[src/rtl/fetch_stage_bpu_pkg.sv]
// Shared types and constants for the fetch stage and its branch target buffer.
package fetch_stage_bpu_pkg;

  localparam int XLEN = 32;
  localparam logic [XLEN-1:0] NOP_WORD   = 32'h0000_0013;
  localparam logic [XLEN-1:0] ALIGN_MASK = 32'hFFFF_FFFC;

  typedef enum logic [1:0] {
    CTR_SNT = 2'b00,
    CTR_WNT = 2'b01,
    CTR_WT  = 2'b10,
    CTR_ST  = 2'b11
  } ctr_e;

  typedef struct packed {
    logic [XLEN-1:0] pc;
    logic [XLEN-1:0] instr;
    logic            valid;
    logic            pred_taken;
    logic [XLEN-1:0] pred_pc;
  } if_id_t;

  // Two-bit saturating step toward the resolved direction.
  function automatic ctr_e ctr_next(input ctr_e c, input logic taken);
    if (taken) return (c == CTR_ST) ? CTR_ST : ctr_e'(c + 2'd1);
    else       return (c == CTR_SNT) ? CTR_SNT : ctr_e'(c - 2'd1);
  endfunction

endpackage

[src/rtl/fetch_stage_bpu_btb.sv]
// Direct-mapped BTB: combinational lookup port, one clocked update port.
module branch_target_buffer
  import fetch_stage_bpu_pkg::*;
#(
  parameter int ENTRIES = 16
) (
  input  logic            clk,
  input  logic            rst,
  input  logic [XLEN-1:0] lookup_pc_i,
  output logic            pred_taken_o,
  output logic [XLEN-1:0] pred_target_o,
  input  logic            upd_valid_i,
  input  logic [XLEN-1:0] upd_pc_i,
  input  logic            upd_taken_i,
  input  logic [XLEN-1:0] upd_target_i
);

  localparam int IDX_W = $clog2(ENTRIES);
  localparam int TAG_W = XLEN - IDX_W - 2;

  logic [ENTRIES-1:0] valid_q;
  ctr_e               ctr_q    [ENTRIES];
  logic [TAG_W-1:0]   tag_q    [ENTRIES];
  logic [XLEN-1:0]    target_q [ENTRIES];

  logic [IDX_W-1:0] l_idx, u_idx;
  logic [TAG_W-1:0] l_tag, u_tag;
  logic             l_hit, u_hit;
  logic             unused_lsbs;

  assign l_idx = lookup_pc_i[IDX_W+1:2];
  assign l_tag = lookup_pc_i[XLEN-1:IDX_W+2];
  assign u_idx = upd_pc_i[IDX_W+1:2];
  assign u_tag = upd_pc_i[XLEN-1:IDX_W+2];
  assign unused_lsbs = ^{lookup_pc_i[1:0], upd_pc_i[1:0]};

  assign l_hit         = valid_q[l_idx] && (tag_q[l_idx] == l_tag);
  assign pred_taken_o  = l_hit && ctr_q[l_idx][1];
  assign pred_target_o = target_q[l_idx];
  assign u_hit         = valid_q[u_idx] && (tag_q[u_idx] == u_tag);

  always_ff @(posedge clk or negedge rst) begin
    if (!rst) begin
      valid_q <= '0;
      for (int i = 0; i < ENTRIES; i++) ctr_q[i] <= CTR_WNT;
    end else if (upd_valid_i) begin
      if (u_hit) begin
        ctr_q[u_idx] <= ctr_next(ctr_q[u_idx], upd_taken_i);
      end else if (upd_taken_i) begin
        valid_q[u_idx] <= 1'b1;
        ctr_q[u_idx]   <= CTR_WT;
      end
    end
  end

  // Tag and target are guarded by valid_q, so they carry no reset.
  always_ff @(posedge clk) begin
    if (upd_valid_i && upd_taken_i) begin
      target_q[u_idx] <= upd_target_i & ALIGN_MASK;
      if (!u_hit) tag_q[u_idx] <= u_tag;
    end
  end

endmodule

[src/rtl/fetch_stage_bpu.sv]
// Fetch stage: PC, BTB-based next-PC prediction and the IF/ID pipeline register.
module fetch_stage_bpu
  import fetch_stage_bpu_pkg::*;
#(
  parameter logic [XLEN-1:0] RESET_PC    = 32'h0000_0000,
  parameter int              BTB_ENTRIES = 16,
  parameter logic [XLEN-1:0] NOP_INSTR   = NOP_WORD
) (
  input  logic            clk,
  input  logic            rst,
  input  logic            stall_i,
  input  logic            redirect_i,
  input  logic [XLEN-1:0] redirect_pc_i,
  input  logic            resolve_valid_i,
  input  logic [XLEN-1:0] resolve_pc_i,
  input  logic            resolve_taken_i,
  input  logic [XLEN-1:0] resolve_target_i,
  output logic [XLEN-1:0] imem_addr_o,
  input  logic [XLEN-1:0] imem_rdata_i,
  output logic [XLEN-1:0] if_id_pc_o,
  output logic [XLEN-1:0] if_id_instr_o,
  output logic            if_id_valid_o,
  output logic            if_id_pred_taken_o,
  output logic [XLEN-1:0] if_id_pred_pc_o
);

  logic [XLEN-1:0] pc_q, pc_d, pc_plus4, next_pc, btb_target;
  logic            btb_taken;
  if_id_t          if_id_q, if_id_d;

  branch_target_buffer #(.ENTRIES(BTB_ENTRIES)) u_btb (
    .clk          (clk),
    .rst          (rst),
    .lookup_pc_i  (pc_q),
    .pred_taken_o (btb_taken),
    .pred_target_o(btb_target),
    .upd_valid_i  (resolve_valid_i),
    .upd_pc_i     (resolve_pc_i),
    .upd_taken_i  (resolve_taken_i),
    .upd_target_i (resolve_target_i)
  );

  assign pc_plus4 = pc_q + 32'd4;
  assign next_pc  = btb_taken ? btb_target : pc_plus4;

  // Redirect beats stall: a flush must land even while the hazard unit holds fetch.
  always_comb begin
    pc_d    = pc_q;
    if_id_d = if_id_q;
    if (redirect_i) begin
      pc_d               = redirect_pc_i & ALIGN_MASK;
      if_id_d.valid      = 1'b0;
      if_id_d.instr      = NOP_INSTR;
      if_id_d.pred_taken = 1'b0;
    end else if (!stall_i) begin
      pc_d    = next_pc;
      if_id_d = '{pc: pc_q, instr: imem_rdata_i, valid: 1'b1,
                  pred_taken: btb_taken, pred_pc: next_pc};
    end
  end

  always_ff @(posedge clk or negedge rst) begin
    if (!rst) begin
      pc_q    <= RESET_PC;
      if_id_q <= '{pc: '0, instr: NOP_INSTR, valid: 1'b0, pred_taken: 1'b0, pred_pc: '0};
    end else begin
      pc_q    <= pc_d;
      if_id_q <= if_id_d;
    end
  end

  assign imem_addr_o        = pc_q;
  assign if_id_pc_o         = if_id_q.pc;
  assign if_id_instr_o      = if_id_q.instr;
  assign if_id_valid_o      = if_id_q.valid;
  assign if_id_pred_taken_o = if_id_q.pred_taken;
  assign if_id_pred_pc_o    = if_id_q.pred_pc;

endmodule

[config.mk]
export PLATFORM = sky130hd
export DESIGN_NAME = fetch_stage_bpu
export DESIGN_NICKNAME = d
export VERILOG_FILES = /design/src/rtl/fetch_stage_bpu_pkg.sv /design/src/rtl/fetch_stage_bpu_btb.sv /design/src/rtl/fetch_stage_bpu.sv
export SDC_FILE = /design/constraint.sdc
export NUM_CORES = 1
export LEC_CHECK = 0
export ABC_CLOCK_PERIOD_IN_PS = 3700
export BUFFER_PORTS_ARGS = -buffer_cell sky130_fd_sc_hd__clkbuf_2
export CAP_MARGIN = 20
export CORE_ASPECT_RATIO = 1.25
export CORE_MARGIN = 1
export CORE_UTILIZATION = 30
export CTS_CLUSTER_DIAMETER = 200
export DETAILED_ROUTE_END_ITERATION = 6
export PLACE_DENSITY_LB_ADDON = 0.2
export REMOVE_ABC_BUFFERS = 1
export SETUP_SLACK_MARGIN = 0.15
export SYNTH_ARGS = -nofsm -noshare
export SYNTH_HDL_FRONTEND = slang
export SYNTH_SLANG_ARGS = --single-unit
export TNS_END_PERCENT = 5
[constraint.sdc]
create_clock -name clk -period 3.7 [get_ports clk]
set_input_delay 0 -clock clk [delete_from_list [all_inputs] [get_ports clk]]
set_output_delay 0 -clock clk [all_outputs]
set_load 0.005 [all_outputs]
==> results summary <==
The flow ran to the end, but the final reports show violations. The final reports fail on DRC, setup timing. The master of the slowest instance on the critical path is sky130_fd_sc_hd__dfrtp_4. After layout, the worst path uses 103% of the clock period. The number of stages on the worst hold path came out at 4. The worst-case IR drop observed on VDD is 0.000400 V. The post-synthesis average cell area came out at 17.5 um^2.

The post-synthesis cell type count is 78. The floorplan has 161 rows. The floorplan step set the die height to 444 um. The global-route usage over all layers came out at between 20% and 30%. sky130_fd_sc_hd__edfxtp_1 takes more of the synthesized area than any other cell. 264 I/O pins were placed. The final routed DRC violation total is 13.

The delay of the slowest cell on the worst path is about 520 ps. The maximum number of pins on one net before global-route repair is 90. The max-slew violation total from the final report is 0. The H-tree was split into 3 levels. The floorplan step set the die width to around 360 um. Of the synthesized area, sequential elements account for 66.9%.

The region available for standard cell placement spans 155000 um^2. The clock input transition at the sequential cells of the worst setup and hold paths is 60 ps. Using the TritonRoute via totals, the vias-per-cell ratio works out to 5.30.

The detailed router placed about 30000 vias in this run. The overall overflow remaining after global route is 0. Buffers inserted during clock tree synthesis total between 100 and 150. The via count of the first global-routing pass is 30700. The CTS tree is built. The standby leakage power came out at 21.1 nW. The total design power came out at 29.7 mW. The worst setup skew after layout came out at 67.8 ps. The first routing iteration left 2599 violations.

After synthesis, the share of flip-flops with an asynchronous set or reset is approximately 17%. The kind of end point of the critical path is a flip-flop. The routability-driven placement congestion ratio came out at 0.905. STA classifies the critical path startpoint as a flip-flop. The number of cells produced by synthesis is 2685.

The path class of the lowest-slack min-delay path is input pin to flip-flop. The count of buffers from port buffering came out at 257. The initial standard-cell utilization of the core is 30.3%. The signal on the critical path passes through buf_12 -> buf_12 -> buf_12 -> mux4_2 -> and3_4 -> nor4_4 -> nand3_2 -> nand4_1 -> nor4_4 -> buf_4 -> nand3_4 -> buf_12 -> buf_12 -> mux2i_4 -> o21ai_1. The wire length of the first global-routing pass came out at 234000 um. The number of antenna violations at the first check in global routing came out at 11.

For this run, the leading register cell type out of synthesis is sky130_fd_sc_hd__edfxtp_1. The insertion delay of the later-clocked pin in the worst-skew pair came out at 770 ps. Counting along the longest clock path gives a buffer depth of 3. The worst endpoint required time is 4330 ps. The number of cells in the finished layout apart from fillers came out at 5496. The headroom to the max-slew limit came out at 35.6%.

The top cell type's share of synthesized area came out at between 50% and 60%. The total negative setup slack came out at -2500 ps. The count of synthesis-stage warnings from yosys came out at 0. The number of flip-flops and latches in the synthesized netlist is 1074. The worst setup margin is -111 ps. The number of clock sinks came out at 1074. CTS placed an instance of sky130_fd_sc_hd__clkbuf_16 at the clock tree root. The post-detailed-route count of antenna-violating nets came out at 0.

Sorting the synthesized cells by area gives the leading types as sky130_fd_sc_hd__edfxtp_1 (57%), sky130_fd_sc_hd__mux4_2 (15%), sky130_fd_sc_hd__dfrtp_1 (8.5%). Setup repair after global routing could not meet its margin everywhere. By count the netlist is led by sky130_fd_sc_hd__edfxtp_1 (896), sky130_fd_sc_hd__mux4_2 (315), sky130_fd_sc_hd__mux2i_1 (221). For this design the ratio of total power to cell area is around 500 nW/um^2. The hold violation count in the final report came out at 0.

The critical-path maximum fanout is 8. The die covers roughly 160000 um^2. The count of filler cells inserted in the layout is approximately 14000. Setup violations remaining at the end of the flow were counted as between 40 and 50.

The number of enable flip-flop cells after synthesis is 896. The final net count is 3492. In this design, the critical path's most frequently occurring cell is sky130_fd_sc_hd__buf_12. At the pin with the least slew margin, the transition time is 965 ps. The HPWL reported at the end of detailed placement came out at 111000 um. The length of the first detailed-routing pass in iterations came out at 7.

Summed over all layers, the routed wires come to 168000 um. The critical path is of the flip-flop to flip-flop type. Derived from the worst setup path, the maximum achievable clock frequency is 262 MHz. Once placement completed, the tool counted placed cells totaling 5065. STA puts the critical path data arrival time at 4440 ps. The post-detailed-route wirelength per cell came out at 30.5 um. The relative area change from synthesis to final layout came out at 26.9%.

The max-cap violation count is 0. Cells with a size suffix above 1 make up approximately a third of the layout. Yosys instantiated no cell more often than sky130_fd_sc_hd__edfxtp_1. The post-layout minimum cycle time came out at 3810 ps. The cell depth of the worst flop-to-flop path is 15. The post-synthesis cell area is 46900 um^2.
-- report_power, final --
part	internal, mW	total (mW)	switching (mW)	leakage, nW
clock network	6.44	11.5	5.02	1.84
logic	2.01	4.40	2.39	8.99
registers	13.5	13.9	0.376	10.2
-- stage by stage --
| stage | hold slack [ps] | area [um^2] | setup slack (ps) | util (%) |
|---|---|---|---|---|
| floorplan | -296 | 46000 | -5460 | - |
| global placement | 76.6 | 52900 | -551 | 34.2 |
| detailed placement | 101 | 52900 | -598 | 34.2 |
| CTS | 8.33 | 58900 | -29.1 | 38.0 |
| global route | 47.9 | 59500 | -126 | 38.5 |
| finish | 60.2 | 59500 | -111 | 38.5 |
-- worst paths after layout --
kind                                  endpoint                from  slack [ps]
max reg2reg                if_id_pred_pc_o[14]      imem_addr_o[3]        -110
min in group asynchronous     if_id_instr_o[0]                 rst         420
max in group asynchronous       imem_addr_o[5]                 rst        2700
min                            imem_addr_o[14]   redirect_pc_i[14]          60
min reg2reg                 if_id_pred_pc_o[0]  if_id_pred_pc_o[0]         470
max                        if_id_pred_pc_o[14]      imem_addr_o[3]        -110
-- sequential cells by signal, summed over array words and instances, names as in the netlist --
name                flops
if_id_valid_o           1
if_id_pc_o             32
u_btb.tag_q           416
u_btb.target_q        480
u_btb.valid_q          16
if_id_pred_taken_o      1
if_id_instr_o          32
imem_addr_o            32
if_id_pred_pc_o        32
u_btb.ctr_q            32
-- repair_timing --
item	in CTS	in global routing
pin swaps	3	21
setup buffers	8	14
gates cloned	0	4
gates resized for setup	43	98
hold buffers	189	0
endpoints found under the setup margin	267	512
hold endpoints to repair	1157	0
-- worst max-delay path: cells and delay by family (launching register included) --
family                 cells  cell delay, ps
AOI/OAI and AO/OA          1             100
buffers and inverters      6             950
and+or+nand+nor            6            1320
DFF                        1             520
muxes                      2             740
-- cell usage in the layout (no fill, tap or decap), types with 16 or more instances in the layout --
cell type                       instances
sky130_fd_sc_hd__o21ai_1               48
sky130_fd_sc_hd__xnor2_1               58
sky130_fd_sc_hd__xor2_1                27
sky130_fd_sc_hd__nand2_1              182
sky130_fd_sc_hd__buf_4                210
sky130_fd_sc_hd__clkinv_2              35
sky130_fd_sc_hd__mux4_2               317
sky130_fd_sc_hd__edfxtp_1             896
sky130_fd_sc_hd__nor2b_1               18
sky130_fd_sc_hd__a22oi_1               55
sky130_fd_sc_hd__buf_12                68
sky130_fd_sc_hd__nand4_1               16
sky130_fd_sc_hd__clkinv_1              18
sky130_fd_sc_hd__dfstp_2               19
sky130_fd_sc_hd__inv_1                 17
sky130_fd_sc_hd__clkbuf_2             252
sky130_fd_sc_hd__dfrtp_1              155
sky130_fd_sc_hd__mux2_2                18
sky130_fd_sc_hd__nor2_4                27
sky130_fd_sc_hd__o21ai_0               51
sky130_fd_sc_hd__mux2i_1              199
sky130_fd_sc_hd__mux2i_4               17
sky130_fd_sc_hd__nand3_1               32
sky130_fd_sc_hd__nor2_1                86
sky130_fd_sc_hd__clkbuf_16            121
sky130_fd_sc_hd__dlygate4sd3_1        188
-- layout make-up --
| cell class | instances | area (um^2) | area share (%) |
|---|---|---|---|
| diodes | 4 | 10.0 | 0.0168 |
| well taps | 2037 | 2550 | 4.28 |
| clock buffers | 135 | 3040 | 5.10 |
| flip-flops and latches | 1074 | 31400 | 52.7 |
| inverters | 21 | 83.8 | 0.141 |
| repair buffers | 739 | 6460 | 10.9 |
| multi-input cells | 1409 | 15300 | 25.7 |
| clock inverters | 77 | 696 | 1.17 |
-- metal layers --
layer	track usage (%)	wire length, um
met1	26.7	67400
met2	35.6	83300
met3	3.25	9850
met4	8.47	7270
met5	0	0
-- cells by family (layout without fill, tap and decap cells) --
kind of cell | after synthesis | after routing | synth area share (%)
fa+ha+maj | 3 | 3 | 0.0693
simple gates | 477 | 477 | 4.83
mux | 560 | 560 | 20.6
compound gates | 279 | 279 | 3.89
xor+xnor | 90 | 90 | 1.68
buf+inv | 202 | 972 | 2.07
other cells | 0 | 4 | 0
flops | 1074 | 1074 | 66.9
Power figures use the tool's default switching activity.
